`src/rtl/cp0_exc_seq_pkg.sv`:
```
// Shared CP0 definitions: register numbers, ExcCode values, exception vector
// and the sequencer state encoding.
package cp0_exc_seq_pkg;

  localparam logic [4:0] CP0_BADVADDR = 5'd8;
  localparam logic [4:0] CP0_COUNT    = 5'd9;
  localparam logic [4:0] CP0_COMPARE  = 5'd11;
  localparam logic [4:0] CP0_STATUS   = 5'd12;
  localparam logic [4:0] CP0_CAUSE    = 5'd13;
  localparam logic [4:0] CP0_EPC      = 5'd14;

  localparam logic [4:0] EXC_INT  = 5'd0;
  localparam logic [4:0] EXC_ADEL = 5'd4;
  localparam logic [4:0] EXC_ADES = 5'd5;
  localparam logic [4:0] EXC_SYS  = 5'd8;
  localparam logic [4:0] EXC_BP   = 5'd9;
  localparam logic [4:0] EXC_RI   = 5'd10;
  localparam logic [4:0] EXC_OV   = 5'd12;

  localparam logic [31:0] EXC_VECTOR_DEFAULT = 32'hBFC00380;

  typedef enum logic [5:0] {
    StIdle  = 6'b000001,
    StTrap  = 6'b000010,
    StEpc   = 6'b000100,
    StBva   = 6'b001000,
    StRedir = 6'b010000,
    StEret  = 6'b100000
  } seq_state_e;

endpackage

```
`src/rtl/cp0_exc_seq.sv`:
```
// Exception/ERET sequencer owning the CP0 write port, trap/eret strobes,
// pipeline flush and fetch redirect.
module cp0_exc_seq
  import cp0_exc_seq_pkg::*;
#(
  parameter logic [31:0] EXC_VECTOR = EXC_VECTOR_DEFAULT,
  parameter int unsigned ADDR_WIDTH = 5,
  parameter int unsigned DATA_WIDTH = 32
) (
  input  logic                  clk,
  input  logic                  rst,
  input  logic                  exc_valid,
  input  logic [4:0]            exc_code,
  input  logic [31:0]           exc_pc,
  input  logic                  exc_bd,
  input  logic                  exc_has_bva,
  input  logic [31:0]           exc_badvaddr,
  input  logic                  eret_req,
  input  logic                  mtc0_req,
  input  logic [ADDR_WIDTH-1:0] mtc0_addr,
  input  logic [DATA_WIDTH-1:0] mtc0_wdata,
  output logic                  mtc0_ready,
  input  logic                  int_pending,
  input  logic                  status_ie,
  input  logic                  status_exl,
  input  logic [31:0]           epc_value,
  output logic                  cp0_wen,
  output logic [ADDR_WIDTH-1:0] cp0_waddr,
  output logic [DATA_WIDTH-1:0] cp0_wdata,
  output logic                  cp0_trap,
  output logic                  cp0_eret,
  output logic                  flush,
  output logic                  redir_valid,
  output logic [31:0]           redir_pc,
  output logic                  busy
);

  seq_state_e  state_q, state_d;
  logic [4:0]  code_q;
  logic [31:0] epc_q;
  logic [31:0] bva_q;
  logic        has_bva_q;

  logic irq;
  logic take_exc;
  logic unused_code;

  assign irq         = int_pending & status_ie & ~status_exl;
  assign take_exc    = irq | exc_valid;
  // Cause.ExcCode is written by the CP0 block itself; the latched copy is kept for debug.
  assign unused_code = ^code_q;

  always_ff @(posedge clk) begin
    if (rst) begin
      state_q   <= StIdle;
      code_q    <= '0;
      epc_q     <= '0;
      bva_q     <= '0;
      has_bva_q <= 1'b0;
    end else begin
      state_q <= state_d;
      if (state_q == StIdle && take_exc) begin
        code_q    <= irq ? EXC_INT : exc_code;
        epc_q     <= exc_bd ? exc_pc - 32'd4 : exc_pc;
        bva_q     <= irq ? 32'd0 : exc_badvaddr;
        has_bva_q <= irq ? 1'b0 : exc_has_bva;
      end
    end
  end

  always_comb begin
    state_d = state_q;
    unique case (state_q)
      StIdle: begin
        if (take_exc)      state_d = StTrap;
        else if (eret_req) state_d = StEret;
      end
      StTrap:  state_d = StEpc;
      StEpc:   state_d = has_bva_q ? StBva : StRedir;
      StBva:   state_d = StRedir;
      StRedir: state_d = StIdle;
      StEret:  state_d = StIdle;
      default: state_d = StIdle;
    endcase
  end

  always_comb begin
    mtc0_ready  = (state_q == StIdle) & ~take_exc & ~eret_req;
    cp0_wen     = 1'b0;
    cp0_waddr   = '0;
    cp0_wdata   = '0;
    cp0_trap    = 1'b0;
    cp0_eret    = 1'b0;
    flush       = 1'b0;
    redir_valid = 1'b0;
    redir_pc    = '0;
    busy        = 1'b0;
    // Reset masks the current state's strobes so no half-finished sequence leaks out.
    if (!rst) begin
      unique case (state_q)
        StIdle: begin
          if (mtc0_req && mtc0_ready) begin
            cp0_wen   = 1'b1;
            cp0_waddr = mtc0_addr;
            cp0_wdata = mtc0_wdata;
          end
        end
        StTrap: begin
          cp0_trap = 1'b1;
          flush    = 1'b1;
          busy     = 1'b1;
        end
        StEpc: begin
          cp0_wen   = 1'b1;
          cp0_waddr = ADDR_WIDTH'(CP0_EPC);
          cp0_wdata = DATA_WIDTH'(epc_q);
          busy      = 1'b1;
        end
        StBva: begin
          cp0_wen   = 1'b1;
          cp0_waddr = ADDR_WIDTH'(CP0_BADVADDR);
          cp0_wdata = DATA_WIDTH'(bva_q);
          busy      = 1'b1;
        end
        StRedir: begin
          redir_valid = 1'b1;
          redir_pc    = EXC_VECTOR;
          flush       = 1'b1;
          busy        = 1'b1;
        end
        StEret: begin
          cp0_eret    = 1'b1;
          flush       = 1'b1;
          redir_valid = 1'b1;
          redir_pc    = epc_value;
          busy        = 1'b1;
        end
        default: ;
      endcase
    end
  end

endmodule

```
`config.mk`:
```
export PLATFORM = sky130hd
export DESIGN_NAME = cp0_exc_seq
export DESIGN_NICKNAME = d
export VERILOG_FILES = /design/src/rtl/cp0_exc_seq_pkg.sv /design/src/rtl/cp0_exc_seq.sv
export SDC_FILE = /design/constraint.sdc
export NUM_CORES = 1
export LEC_CHECK = 0
export CAP_MARGIN = 20
export CORE_MARGIN = 2
export CORE_UTILIZATION = 25
export CTS_CLUSTER_DIAMETER = 30
export DETAILED_ROUTE_END_ITERATION = 8
export GPL_ROUTABILITY_DRIVEN = 0
export HOLD_SLACK_MARGIN = 0.08
export PLACE_DENSITY = 0.55
export SYNTH_ARGS = -nofsm -noshare
export SYNTH_HDL_FRONTEND = slang
export SYNTH_SLANG_ARGS = --single-unit
export TNS_END_PERCENT = 20
```
`constraint.sdc`:
```
create_clock -name clk -period 6.53 [get_ports clk]
set_input_delay 0.653 -clock clk [delete_from_list [all_inputs] [get_ports clk]]
set_output_delay 0.653 -clock clk [all_outputs]
set_load 0.02 [all_outputs]
```
==> results.py <==
metrics = {
    "floorplanning": {
        "dieArea_mm2": 0.0166,
        "core_area_mm2": 0.0152,
        "io_pins": 224,
        "initial_core_util_pct": 25.7,
        "row_count": 45,
        "die_y_um": 129,
        "die_x_um": 129,
    },
    "timing": {
        "final_max_slew_viol_count": 0,
        "fmax_mhz": 252,
        "slew_headroom_pct": 29.7,
        "skew_ns": 0.00823,
        "final.min_clock_period_ns": 3.97,
        "tightestPinTransition_ns": 1.06,
        "finalSetupTns_ns": 0,
        "layout_worst_path_cycle_share_pct": 60.8,
        "hold_viol": 0,
        "timing.final.ws_setup_ns": 2.56,
        "rsz0062_at_grt": "false",
        "finalSetupViolCount": 0,
    },
    "setup_path": {
        "slowest_delay_ns": 0.80,
        "cp_num_buf_inv": 3,
        "critPathMaxFanout": 42,
        "reg2reg_from": "state_q[5]",
        "cp_cell_sequence": "buf_2 > buf_4 > nor3_1 > nand2_1 > a21oi_1 > or2_2 > o21bai_1 > clkdlybuf4s50_1",
        "r2r_slack_ns": 4.24,
        "cp_data_required_time_ns": 5.88,
        "rr_worst_depth": 6,
        "end_kind": "output port",
        "crit_slowest_cell": "a21oi_1",
        "rr_endpoint": "epc_q[14]",
        "start_kind": "input pin",
        "cp_data_arrival_time_ns": 3.32,
        "critPathKind": "in2out",
        "cp_top_family": "buffers and inverters",
    },
    "clocking": {
        "cts_resized": 0,
        "post_cts_buffers": 0,
        "clock_path_buffers": 2,
        "clk_latency_ns": 0.33,
        "cts_root_buffer": "clkbuf_16",
        "htreeDepth": 3,
        "cts_tree": "done",
        "cts_sinks": 71,
        "cts_buffers": 9,
        "holdBufCountCts": 0,
        "clkTransAtPathRegs_ns": 0.05,
    },
    "worst_hold_path": {
        "holdPathStages": 2,
        "hp-start": "has_bva_q",
        "hold_end": "state_q[3]",
        "hp-class": "reg2reg",
    },
    "placement": {
        "pre_cts_slack_ns": 2.55,
        "dpl.hpwl_um": 10200,
        "place_inst": 806,
        "port_buffers": 218,
    },
    "drt": {
        "ant_nets": 0,
        "drc": 0,
        "via_count": 4151,
        "routed_wl_um": 14400,
        "wl_per_cell_um": 17.5,
        "first_pass_iters": 7,
        "via_per_inst": 5.05,
        "initialDrtViolationCount": 293,
    },
    "status": {
        "status": "finished clean",
    },
    "power_and_ir_drop": {
        "switching_share_pct": 27.9,
        "power.internal_mw": 0.960,
        "clockPowerShare_pct": 38.1,
        "power_frac_comb_pct": 22.8,
        "ir_drop_mv": 0.111,
        "p_leak_nw": 2.19,
        "power_density_mw_per_mm2": 204,
        "p_total_mw": 1.33,
        "p_sw_mw": 0.371,
        "p_seq_share_pct": 39.1,
    },
    "synth": {
        "synth-seq-cells": 71,
        "synth_fp_nets": 581,
        "avgSynthCellArea_um2": 9.03,
        "netlist-cell-type-count": 46,
        "synth_ff_type": "dfxtp_1",
        "syn-instance-count": 432,
        "yosysSeqAreaShare_pct": 36.4,
        "syn-cell-area_mm2": 0.00390,
        "yosys_warnings": 0,
        "synthArstFlopShare_pct": 0,
        "synth_edf_count": 0,
    },
    "finish": {
        "fin_util_pct": 42.9,
        "layout_common_cells": "clkdlybuf4s50_1 (217), dfxtp_1 (71), nor2_1 (52)",
        "fin_nets": 778,
        "area_growth_pct": 67.0,
        "drive_gt1_share_pct": 11.0,
        "layout_commonest_cell": "clkdlybuf4s50_1",
        "diodes": 0,
        "stdcell_count": 822,
    },
    "run": {
        "drv_cap": 0,
    },
    "global_route": {
        "grt_pass1_vias": 4109,
        "overflow": 0,
        "grt_util_all_layers_pct": 16.4,
        "antenna_found_initial": 0,
        "grt_pass1_wl_um": 21500,
        "grt_max_degree": 61,
    },
}
-- power by group through the flow --
stage	Clock, mW	Sequential (mW)	Combinational [mW]
final	0.507	0.521	0.303
after global routing	0.536	0.526	0.329
after CTS	0.525	0.520	0.306
after detailed placement	0	0.529	0.305
after global placement	0	0.528	0.301
after floorplan	0	0.519	0.170
-- area by class of cell --
type                    instances  area [um^2]
repair buffers                223         2210
flip-flops and latches         71         1420
clock inverters                 4         53.8
fillers                      1512         8690
multi-input cells             318         2310
well taps                     188          235
inverters                       6         22.5
clock buffers                  12          256
-- through the flow --
step / cell area, um^2 / hold WS, ns
6_report: 6520 / 0.469
5_1_grt: 6520 / 0.479
4_1_cts: 6520 / 0.464
3_5_place_dp: 6210 / 0.453
3_3_place_gp: 6210 / 0.455
2_1_floorplan: 3900 / 0.436
-- worst min-delay path: cells and delay by family (launching register included) --
family	cells	cell delay, ns
DFF	1	0.31
buffers and inverters	1	0.07
and+or+nand+nor	1	0.05
-- synth_stat cells, types with 6 or more instances --
cell      count  area share, %
dfxtp_1      71             36
nor2_1       54            5.2
a22o_1       33            7.4
a222oi_1     32            8.2
nor2_2       31            5.0
clkbuf_1     27            2.6
a211oi_1     25            4.8
xnor2_1      22            4.9
and2_1       20            3.2
o21a_1       13            2.5
nor4_1       12            1.9
a21oi_1       8            1.0
nand2_1       8           0.77
buf_2         6           0.77
inv_1         6           0.58
nor3_1        6           0.77
-- registers in the layout, summed over array words and instances (netlist names) --
| register | flops |
|---|---|
| epc_q | 32 |
| state_q | 6 |
| has_bva_q | 1 |
| bva_q | 32 |
-- worst max path at each step --
stage	startpoint	endpoint	slack, ns	cells after the start
global route	rst	busy	2.30	8
global placement	rst	busy	2.60	8
floorplan	status_ie	cp0_wen	3.54	6
finish	rst	busy	2.56	8
CTS	rst	busy	2.54	8
detailed placement	rst	busy	2.55	8
-- layer usage --
metal	vias up	wire length, um	track usage, %
met5	-	0	0
met4	0	237	5.43
met3	16	912	3.95
met2	135	6960	27.4
met1	1962	6260	20.8
li1	2038	-	-
-- logic make-up after synthesis --
kind of cell | share of synthesized area [%]
mux | 1.03
flops | 36.4
buf+inv | 5.10
simple gates | 25.5
xor+xnor | 5.83
compound gates | 25.8
fa+ha+maj | 0.321
Note: power is estimated with default switching activity, not from simulation.
